File: config.mk
export PLATFORM = sky130hd
export DESIGN_NAME = spi_receiver
export DESIGN_NICKNAME = d
export VERILOG_FILES = /design/src/rtl/spi_receiver.sv
export SDC_FILE = /design/constraint.sdc
export NUM_CORES = 1
export LEC_CHECK = 0
export BUFFER_PORTS_ARGS = -buffer_cell sky130_fd_sc_hd__buf_4
export CAP_MARGIN = 10
export CORE_MARGIN = 2
export CORE_UTILIZATION = 50
export DETAILED_ROUTE_END_ITERATION = 6
export PLACE_DENSITY = 0.69
export SYNTH_ARGS = -nofsm -noshare
export SYNTH_HDL_FRONTEND = slang
export SYNTH_SLANG_ARGS = --single-unit
File: constraint.sdc
create_clock -name clock -period 4.4 [get_ports clock]
set_clock_uncertainty 0.05 [all_clocks]
set_input_delay 0.66 -clock clock [delete_from_list [all_inputs] [get_ports clock]]
set_output_delay 0.66 -clock clock [all_outputs]
set_load 0.03 [all_outputs]
File: src/rtl/spi_receiver.sv
// spi_receiver
// ------------
// Oversampling SPI slave receiver. The three SPI pins are asynchronous to
// `clock` and are synchronized before any decision is made. Each complete
// frame of `bitcount` bits is presented on `data` with a one-cycle `valid`
// strobe. Frames that are cut short by select deassertion, or that carry
// more leading clock edges than `bitcount`, are dropped and reported with a
// one-cycle `error` strobe. `data` only ever changes on `valid`.
//
// Parameters
//   bitcount      bits per frame (>= 2)
//   ss_polarity   active level of `ss` (0 = active-low)
//   sclk_polarity idle level of `sclk`; data sampled on idle -> non-idle edge
//   msb_first     1: first bit lands in data[bitcount-1]; 0: in data[0]
//
// Ports
//   clock   in   system clock, rising edge
//   reset   in   synchronous, active-high
//   sclk    in   SPI clock (asynchronous)
//   ss      in   SPI slave select (asynchronous)
//   sdi     in   SPI serial data / MOSI (asynchronous)
//   data    out  last valid frame
//   valid   out  one-cycle strobe, `data` has just been updated
//   error   out  one-cycle strobe, a frame was aborted or overrun
//   busy    out  high while a frame is in progress

module spi_receiver #(
    parameter int unsigned bitcount      = 8,
    parameter bit          ss_polarity   = 1'b0,
    parameter bit          sclk_polarity = 1'b0,
    parameter bit          msb_first     = 1'b1
) (
    input  logic                clock,
    input  logic                reset,
    input  logic                sclk,
    input  logic                ss,
    input  logic                sdi,
    output logic [bitcount-1:0] data,
    output logic                valid,
    output logic                error,
    output logic                busy
);

    localparam int unsigned          CntW    = $clog2(bitcount + 1);
    localparam logic [CntW-1:0]      CntFull = CntW'(bitcount);
    localparam logic [CntW-1:0]      CntOne  = CntW'(1);

    typedef enum logic [1:0] {
        StIdle,
        StReceive,
        StDiscard
    } state_e;

    // ------------------------------------------------------------------
    // Input synchronizers
    // Index 0 = s1, 1 = s2, 2 = s3. sdi needs no edge detection, so it
    // only carries the two synchronizing stages.
    // ------------------------------------------------------------------
    logic [2:0] sclk_sync_q, sclk_sync_d;
    logic [2:0] ss_sync_q,   ss_sync_d;
    logic [1:0] sdi_sync_q,  sdi_sync_d;

    always_comb begin
        sclk_sync_d = {sclk_sync_q[1:0], sclk};
        ss_sync_d   = {ss_sync_q[1:0], ss};
        sdi_sync_d  = {sdi_sync_q[0], sdi};
    end

    always_ff @(posedge clock) begin
        if (reset) begin
            sclk_sync_q <= {3{sclk_polarity}};
            ss_sync_q   <= {3{~ss_polarity}};
            sdi_sync_q  <= 2'b00;
        end else begin
            sclk_sync_q <= sclk_sync_d;
            ss_sync_q   <= ss_sync_d;
            sdi_sync_q  <= sdi_sync_d;
        end
    end

    logic lead_edge;
    logic sel_s2;
    logic sel_s3;
    logic sel_rise;
    logic sel_fall;
    logic sdi_bit;

    always_comb begin
        lead_edge = (sclk_sync_q[2] == sclk_polarity) && (sclk_sync_q[1] != sclk_polarity);
        sel_s2    = (ss_sync_q[1] == ss_polarity);
        sel_s3    = (ss_sync_q[2] == ss_polarity);
        sel_rise  = sel_s2 && !sel_s3;
        sel_fall  = !sel_s2 && sel_s3;
        sdi_bit   = sdi_sync_q[1];
    end

    // ------------------------------------------------------------------
    // Post-reset settle counter
    // The synchronizer chain restarts from the inactive level, so a select
    // that was already active through reset would otherwise look like a
    // fresh assertion. settle_q == 2 marks the first cycle in which s2
    // holds a real pin sample; a select seen active there is treated as a
    // frame already in progress and is discarded.
    // ------------------------------------------------------------------
    logic [1:0] settle_q, settle_d;
    logic       first_look;

    always_comb begin
        settle_d   = (settle_q == 2'd3) ? settle_q : settle_q + 2'd1;
        first_look = (settle_q == 2'd2);
    end

    always_ff @(posedge clock) begin
        if (reset) begin
            settle_q <= 2'd0;
        end else begin
            settle_q <= settle_d;
        end
    end

    // ------------------------------------------------------------------
    // Frame state machine
    // ------------------------------------------------------------------
    state_e                state_q, state_d;
    logic [CntW-1:0]       cnt_q, cnt_d;
    logic [bitcount-1:0]   shift_q, shift_d;
    logic [bitcount-1:0]   data_q, data_d;
    logic                  valid_q, valid_d;
    logic                  error_q, error_d;

    logic [bitcount-1:0]   shift_src;
    logic [bitcount-1:0]   shift_in;
    logic [CntW-1:0]       cnt_upd;
    logic                  overrun;

    // An edge arriving together with the select assertion is bit 0 of a
    // freshly cleared frame, so the shift source is zero while idle.
    always_comb begin
        shift_src = (state_q == StIdle) ? '0 : shift_q;
        if (msb_first) begin
            shift_in = {shift_src[bitcount-2:0], sdi_bit};
        end else begin
            shift_in = {sdi_bit, shift_src[bitcount-1:1]};
        end
    end

    always_comb begin
        state_d = state_q;
        cnt_d   = cnt_q;
        shift_d = shift_q;
        data_d  = data_q;
        valid_d = 1'b0;
        error_d = 1'b0;
        cnt_upd = cnt_q;
        overrun = 1'b0;

        unique case (state_q)
            StIdle: begin
                if (first_look && sel_s2) begin
                    state_d = StDiscard;
                end else if (sel_rise) begin
                    state_d = StReceive;
                    cnt_d   = '0;
                    shift_d = '0;
                    if (lead_edge) begin
                        shift_d = shift_in;
                        cnt_d   = CntOne;
                    end
                end
            end

            StReceive: begin
                // The edge is accounted for first; a deassertion in the
                // same cycle is then judged on the updated count.
                if (lead_edge) begin
                    if (cnt_q == CntFull) begin
                        overrun = 1'b1;
                        error_d = 1'b1;
                        state_d = StDiscard;
                    end else begin
                        shift_d = shift_in;
                        cnt_upd = cnt_q + CntOne;
                    end
                end
                cnt_d = cnt_upd;

                if (sel_fall) begin
                    state_d = StIdle;
                    if (!overrun) begin
                        if (cnt_upd == CntFull) begin
                            data_d  = shift_d;
                            valid_d = 1'b1;
                        end else if (cnt_upd != '0) begin
                            error_d = 1'b1;
                        end
                    end
                end
            end

            StDiscard: begin
                if (sel_fall) begin
                    state_d = StIdle;
                end
            end

            default: begin
                state_d = StIdle;
            end
        endcase
    end

    always_ff @(posedge clock) begin
        if (reset) begin
            state_q <= StIdle;
            cnt_q   <= '0;
            shift_q <= '0;
            data_q  <= '0;
            valid_q <= 1'b0;
            error_q <= 1'b0;
        end else begin
            state_q <= state_d;
            cnt_q   <= cnt_d;
            shift_q <= shift_d;
            data_q  <= data_d;
            valid_q <= valid_d;
            error_q <= error_d;
        end
    end

    always_comb begin
        data  = data_q;
        valid = valid_q;
        error = error_q;
        busy  = (state_q != StIdle);
    end

endmodule

==> results_dict.tcl, run 1 <==
set metrics [dict create \
    setup_violations 0 \
    final_core_util_pct 56.96 \
    ir_worst_vdd_mv 0.2514 \
    grt_first_pass_wirelength_um 5437 \
    cts_tree "done" \
    dp_hpwl_um 2197 \
    area_delta_synth_final_pct 10.69 \
    grt_max_degree 35 \
    boundaryPins 16 \
    cpLargestDelayFamily "simple AND/OR/NAND/NOR gates" \
    synth_warnings 0 \
    worstPathArrival_ps 3080 \
    worst_setup_path_end_kind "flop" \
    final_common_cell "dfxtp_1" \
    dr.pass1.iters 4 \
    ys_ff_latch 34 \
    crit_start "sclk_sync_q[1]" \
    ant_nets 0 \
    crit_type "flop to flop" \
    design.die.area_mm2 0.003551 \
    num_rows 20 \
    cts-resized-gates 0 \
    cts.sinks 34 \
    fin_crit_ps 2923 \
    grt_pass1_vias 1156 \
    max_freq_mhz 342.1 \
    power_density_mw_per_mm2 333.2 \
    drv_slew 0 \
    place.gp.congestion 0.8257 \
    coreArea_mm2 0.003003 \
    diodes 0 \
    avgSynthCellArea_um2 8.881 \
    fin_nets 195 \
    worstSkewPairLatency_ps 320 \
    worstReg2RegStart "sclk_sync_q[1]" \
    die-width_um 59.59 \
    status "finished, final reports clean" \
    total_power_mw 0.5700 \
    crit_path_max_fanout 14 \
    wirelength_um 3156 \
    wire_per_inst_um 14.35 \
    routed-via-count 1263 \
    rsz0062_at_grt "no" \
    finalHoldViolCount 0 \
    finalCritPeriodShare_pct 66.43 \
    cp_slowest_cell "nor4_2" \
    initial_utilization_pct 51.46 \
    post_cts_buffers 0 \
    cts_buffers 5 \
    path_buf_inv 0 \
    cts_max_level 2 \
    fp.dieH_um 59.59 \
    overflow 0 \
    worst_slew_pin_slew_ps 940.3 \
    slew_headroom_pct 37.18 \
    nFillCells 283 \
    gr-usage-all-layers_pct 20.46 \
    antenna_found_initial 0 \
    seq_area_um2 680.7 \
    p_leak_nw 0.6411 \
    startpoint_type "flop" \
    critPathRequiredTime_ps 4550 \
    ys_seq_area_share_pct 44.05 \
    min_path_type "flop to flop" \
    critical_path.cell_chain "nor2b_1 > mux2_2 > nor4_2 > and2_1 > a311oi_1" \
    drive_gt1_share_pct 16.58 \
    drc 0 \
    via_per_inst 5.741 \
    postCtsHoldBufs 0 \
    syn_area_mm2 0.001545 \
    multiInputGateArea_um2 804.5 \
    slowest_delay_ps 750 \
    hp-start "ss_sync_q[0]" \
    final_cell_mix "dfxtp_1, a21oi_1, nor2b_1, buf_4, nor2_1" \
    yosysUniqueCellTypes 34 \
    root_buffer "clkbuf_4" \
    first_iter_violations 54 \
    port_buffers 15 \
    syn_inst 174 \
    syn_nets 183 \
    path_clk_slew_ps 100 \
    setup_tns_ps 0 \
    clockBufferDepth 2 \
    cap_viol_max_count 0 \
]
kinds of logic (layout without fill, tap and decap cells):
| kind of cell | after synthesis | count (layout) | synth area share (%) |
|---|---|---|---|
| muxes | 2 | 2 | 1.457 |
| AOI/OAI and AO/OA | 50 | 50 | 20.49 |
| DFF | 34 | 34 | 44.05 |
| xor gates and xnor gates | 1 | 1 | 0.5669 |
| buffers and inverters | 13 | 26 | 3.887 |
| adders and majority gates | 4 | 4 | 3.239 |
| and+or+nand+nor | 70 | 70 | 26.32 |
power by group:
group          internal (mW)  switching (mW)  leakage (nW)  total (mW)
Clock                 0.0775           0.102        0.0353       0.179
Combinational         0.0236          0.0405         0.330      0.0641
Sequential             0.318         0.00937         0.276       0.327
Total                  0.419           0.151         0.641       0.570
per-layer routing:
layer,GRT usage (%),wire (µm),vias to the layer above
met3,5.895,142,6
met4,7.302,65,0
met5,0,0,-
li1,-,-,641
met1,27.13,1448,587
met2,31.71,1500,29
stage by stage:
step / std cells / area (µm²) / worst slack, ps / hold slack [ps]
3_5_place_dp: 212 / 1650 / 1501 / 345.4
5_1_grt: 220 / 1710 / 1234 / 410.4
3_3_place_gp: 212 / 1650 / 1655 / 341.6
4_1_cts: 220 / 1710 / 1457 / 369.8
2_1_floorplan: 174 / 1545 / 2227 / 339.5
6_report: 220 / 1710 / 1477 / 366.7
cells in the mapped netlist, drive strengths merged:
master | instances | area [µm²]
nor3 | 4 | 20.02
a22o | 1 | 8.760
xor2 | 1 | 8.760
buf | 2 | 18.77
or3 | 1 | 11.26
o21a | 3 | 22.52
a32oi | 1 | 8.760
a311oi | 1 | 8.760
o21bai | 1 | 7.510
nand2 | 12 | 45.04
ha | 4 | 50.05
a22oi | 1 | 7.510
or2 | 4 | 25.02
nor4 | 1 | 12.51
mux2 | 2 | 22.52
a211oi | 8 | 60.06
nor2b | 15 | 93.84
and3b | 1 | 8.760
a21oi | 22 | 110.1
clkbuf | 8 | 30.03
nand2b | 3 | 18.77
nor2 | 13 | 48.80
a2111oi | 1 | 27.53
inv | 3 | 11.26
o21ai | 11 | 55.05
dfxtp | 34 | 680.7
nand3b | 3 | 22.52
or4 | 1 | 7.510
and4 | 7 | 61.31
nor3b | 1 | 7.510
and2 | 1 | 6.260
and2b | 1 | 7.510
nand3 | 2 | 10.01
layout make-up:
| type | instances | area share (%) |
|---|---|---|
| sequential | 34 | 39.80 |
| inverter | 3 | 0.6584 |
| clock buffer | 7 | 3.219 |
| tap | 33 | 2.414 |
| multi-input combinational | 127 | 47.04 |
| clock inverter | 1 | 0.2926 |
| timing repair buffer | 15 | 6.584 |
final timing paths:
check | end | slack (ps) | depth (start not counted)
max reg2reg | data[0] | 1480 | 5
min | ss_sync_q[1] | 370 | 1
min reg2reg | ss_sync_q[1] | 370 | 1
max | data[0] | 1480 | 5
sequential cells by signal, indices dropped and copies added (netlist names):
| name | count |
|---|---|
| shift_q | 8 |
| data | 8 |
| cnt_q | 4 |
| sdi_sync_q | 2 |
| state_q | 2 |
| sclk_sync_q | 3 |
| settle_q | 2 |
| ss_sync_q | 3 |
| valid | 1 |
| error | 1 |
worst reg2reg max path, cell delays in order (launching register included):
cell,delay (ps)
dfxtp_1,380
nor2b_1,650
mux2_2,420
nor4_2,750
and2_1,420
a311oi_1,130
Note: power is estimated with default switching activity, not from simulation.
==> inputs of run 2 (changes only) <==
--- a/config.mk
+++ b/config.mk
@@ -5,12 +5,13 @@
 export SDC_FILE = /design/constraint.sdc
 export NUM_CORES = 1
 export LEC_CHECK = 0
+export ABC_AREA = 1
 export BUFFER_PORTS_ARGS = -buffer_cell sky130_fd_sc_hd__buf_4
 export CAP_MARGIN = 10
 export CORE_MARGIN = 2
 export CORE_UTILIZATION = 50
 export DETAILED_ROUTE_END_ITERATION = 6
-export PLACE_DENSITY = 0.69
+export PLACE_DENSITY = 0.72
 export SYNTH_ARGS = -nofsm -noshare
 export SYNTH_HDL_FRONTEND = slang
 export SYNTH_SLANG_ARGS = --single-unit
==> constraint.sdc (replaced) <==
create_clock -name clock -period 2.5 [get_ports clock]
set_clock_uncertainty 0.05 [all_clocks]
set_input_delay 0.375 -clock clock [delete_from_list [all_inputs] [get_ports clock]]
set_output_delay 0.375 -clock clock [all_outputs]
set_load 0.03 [all_outputs]
==> run 2 against run 1 <==
Net effect:
- synthesized cell count up 27%
- utilization up 2.1 points
- routed wire length down 4.1%
- register-to-register slack worse by 860 ps
- clock power up 130%
- flip-flop and latch count unchanged
- clock-buffer cell count down 1
- sequential power up 82%
==> results_dict.tcl, run 2 <==
set metrics [dict create \
    status "finished, final reports clean" \
    crit_type "flop to flop" \
    grt_pass1_vias 1259 \
    gr-usage-all-layers_pct 19.43 \
    area_delta_synth_final_pct 13.14 \
    wire_per_inst_um 10.78 \
    worstSkewPairLatency_ps 330 \
    slew_headroom_pct 69.24 \
    yosysMostFrequentCell "nand2_1" \
    ys.flop_type "dfxtp_1" \
    whs_ps 171.6 \
    cts_tree "done" \
    startpoint_type "flop" \
    nFillCells 300 \
    synth_warnings 0 \
    cts.sinks 34 \
    synth_edf_count 0 \
    path_clk_slew_ps 100 \
    p_leak_nw 0.7288 \
    avgSynthCellArea_um2 7.151 \
    ant_nets 0 \
    crit_path_max_fanout 17 \
    cts_max_level 2 \
    first_iter_violations 93 \
    grt_max_degree 20 \
    synth_common_cells "nand2_1, dfxtp_1, nor2_1" \
    fp.dieH_um 60.22 \
    fin_nets 246 \
    syn_nets 230 \
    postCtsHoldBufs 0 \
    ys_seq_area_share_pct 43.07 \
    post_cts_buffers 0 \
    critPathRequiredTime_ps 2690 \
    synthDominantCellAreaShare_pct 43.07 \
    synth_fa_ha_area_share_pct 3.167 \
    final_cell_mix "nand2_1, dfxtp_1, nor2_1" \
    die-width_um 60.22 \
    yosysUniqueCellTypes 26 \
    syn_area_mm2 0.001580 \
    synth-simple-area-share_pct 32.22 \
    max_freq_mhz 531.1 \
    worst_slew_pin_slew_ps 460.9 \
    ir_worst_vdd_mv 0.4273 \
    coreArea_mm2 0.003028 \
    num_rows 20 \
    routed-via-count 1424 \
    synthMuxAreaShare_pct 0 \
    design.die.area_mm2 0.003626 \
    worst_setup_path_end_kind "flop" \
    via_per_inst 5.068 \
    wirelength_um 3028 \
    ys_top_cells_by_area "dfxtp_1, nand2_1, a21oi_1, nor2_1, nand3_1" \
    ys_ff_latch 34 \
    synth_xor_area_share_pct 0 \
    cap_viol_max_count 0 \
    synth-async-reset-ratio_pct 0 \
    final_common_cell "nand2_1" \
    fin_crit_ps 1883 \
    rsz0062_at_grt "no" \
    syn_inst 221 \
    initial_utilization_pct 52.19 \
    yosysTopAreaCell "dfxtp_1" \
    drc 0 \
    overflow 0 \
    port_buffers 15 \
    finalHoldViolCount 0 \
    setup_violations 0 \
    grt_first_pass_wirelength_um 5202 \
    power_density_mw_per_mm2 712.1 \
    dr.pass1.iters 4 \
    antenna_found_initial 0 \
    synth_top_family_by_area "simple AND/OR/NAND/NOR gates" \
    boundaryPins 16 \
    clockBufferDepth 2 \
    dp_hpwl_um 2076 \
    synth_compound_area_share_pct 13.70 \
    finalCritPeriodShare_pct 75.31 \
    drive_gt1_share_pct 15.19 \
    min_path_type "primary input to flop" \
    place.gp.congestion 0.7782 \
    diodes 0 \
    worstPathArrival_ps 2070 \
    root_buffer "clkbuf_4" \
    cts_buffers 5 \
    drv_slew 0 \
    setup_tns_ps 0 \
    cts-resized-gates 0 \
]
==> run 2: cell count changes after synthesis, moves of 6 or more <==
cell,change
and4_1,-7
nand3_1,+14
o21ai_1,+7
nor2b_1,-15
clkbuf_1,-6
a211oi_1,-8
nand2_1,+46
nor2_1,+11
inv_1,+13
==> run 2: worst paths after layout <==
kind | from | end | slack (ps) | cells after the start
worst max-delay path | cnt_q[0] | data[2] | 620 | 10
worst min-delay path | ss | ss_sync_q[0] | 170 | 2
worst max register to register | cnt_q[0] | data[2] | 620 | 10
worst min register to register | sclk_sync_q[0] | sclk_sync_q[1] | 360 | 2
==> run 2: critical path: stages (launching register included) <==
cell and delay (ps):
dfxtp_1 430, inv_1 90, ha_1 230, nand2_1 70, nor2_1 40, nand2_1 150, nand3_1 140, nor2_4 340
nand3_1 130, nand2_1 90, nor2_1 40
==> run 2: per-stage QoR <==
stage	instances	area, µm²	util [%]	setup WS, ps	power (mW)
6_report	281	1788	59.05	617.2	1.273
5_1_grt	281	1788	59.05	409.4	1.352
4_1_cts	281	1788	59.05	606.9	1.282
3_3_place_gp	274	1707	56.36	652.9	0.8717
3_5_place_dp	274	1707	56.36	655.7	0.8751
2_1_floorplan	221	1580	-	874.5	0.8182
==> run 2: area by class of cell <==
cell class	instances	area (µm²)	area share, %
Clock buffer	6	51.30	2.869
Inverter	22	82.58	4.619
Timing Repair Buffer	15	112.6	6.298
Clock inverter	1	30.03	1.680
Sequential cell	34	680.7	38.07
Multi-Input combinational cell	159	775.7	43.39
Tap cell	44	55.05	3.079
==> run 2: kinds of logic (layout without fill, tap and decap cells) <==
family	Yosys count	after routing
AO/OA/AOI/OAI	41	41
adder cells (fa/ha/maj)	4	4
buffers and inverters	28	44
flip-flops	34	34
AND/OR/NAND/NOR	114	114
==> run 2: where the power goes <==
part           internal [mW]  switching [mW]  total [mW]
registers              0.573          0.0231       0.596
logic                 0.0837           0.186       0.269
clock network          0.233           0.176       0.408
total                  0.889           0.384        1.27
==> run 2: layer usage <==
metal / routed length (µm) / track usage (%) / share of wire [%] / vias up
li1: - / - / - / 749
met1: 1491 / 23.87 / 49 / 641
met2: 1347 / 31.21 / 44 / 27
met3: 118 / 4.978 / 3.9 / 7
met4: 71 / 9.841 / 2.3 / 0
met5: 0 / 0 / 0 / -
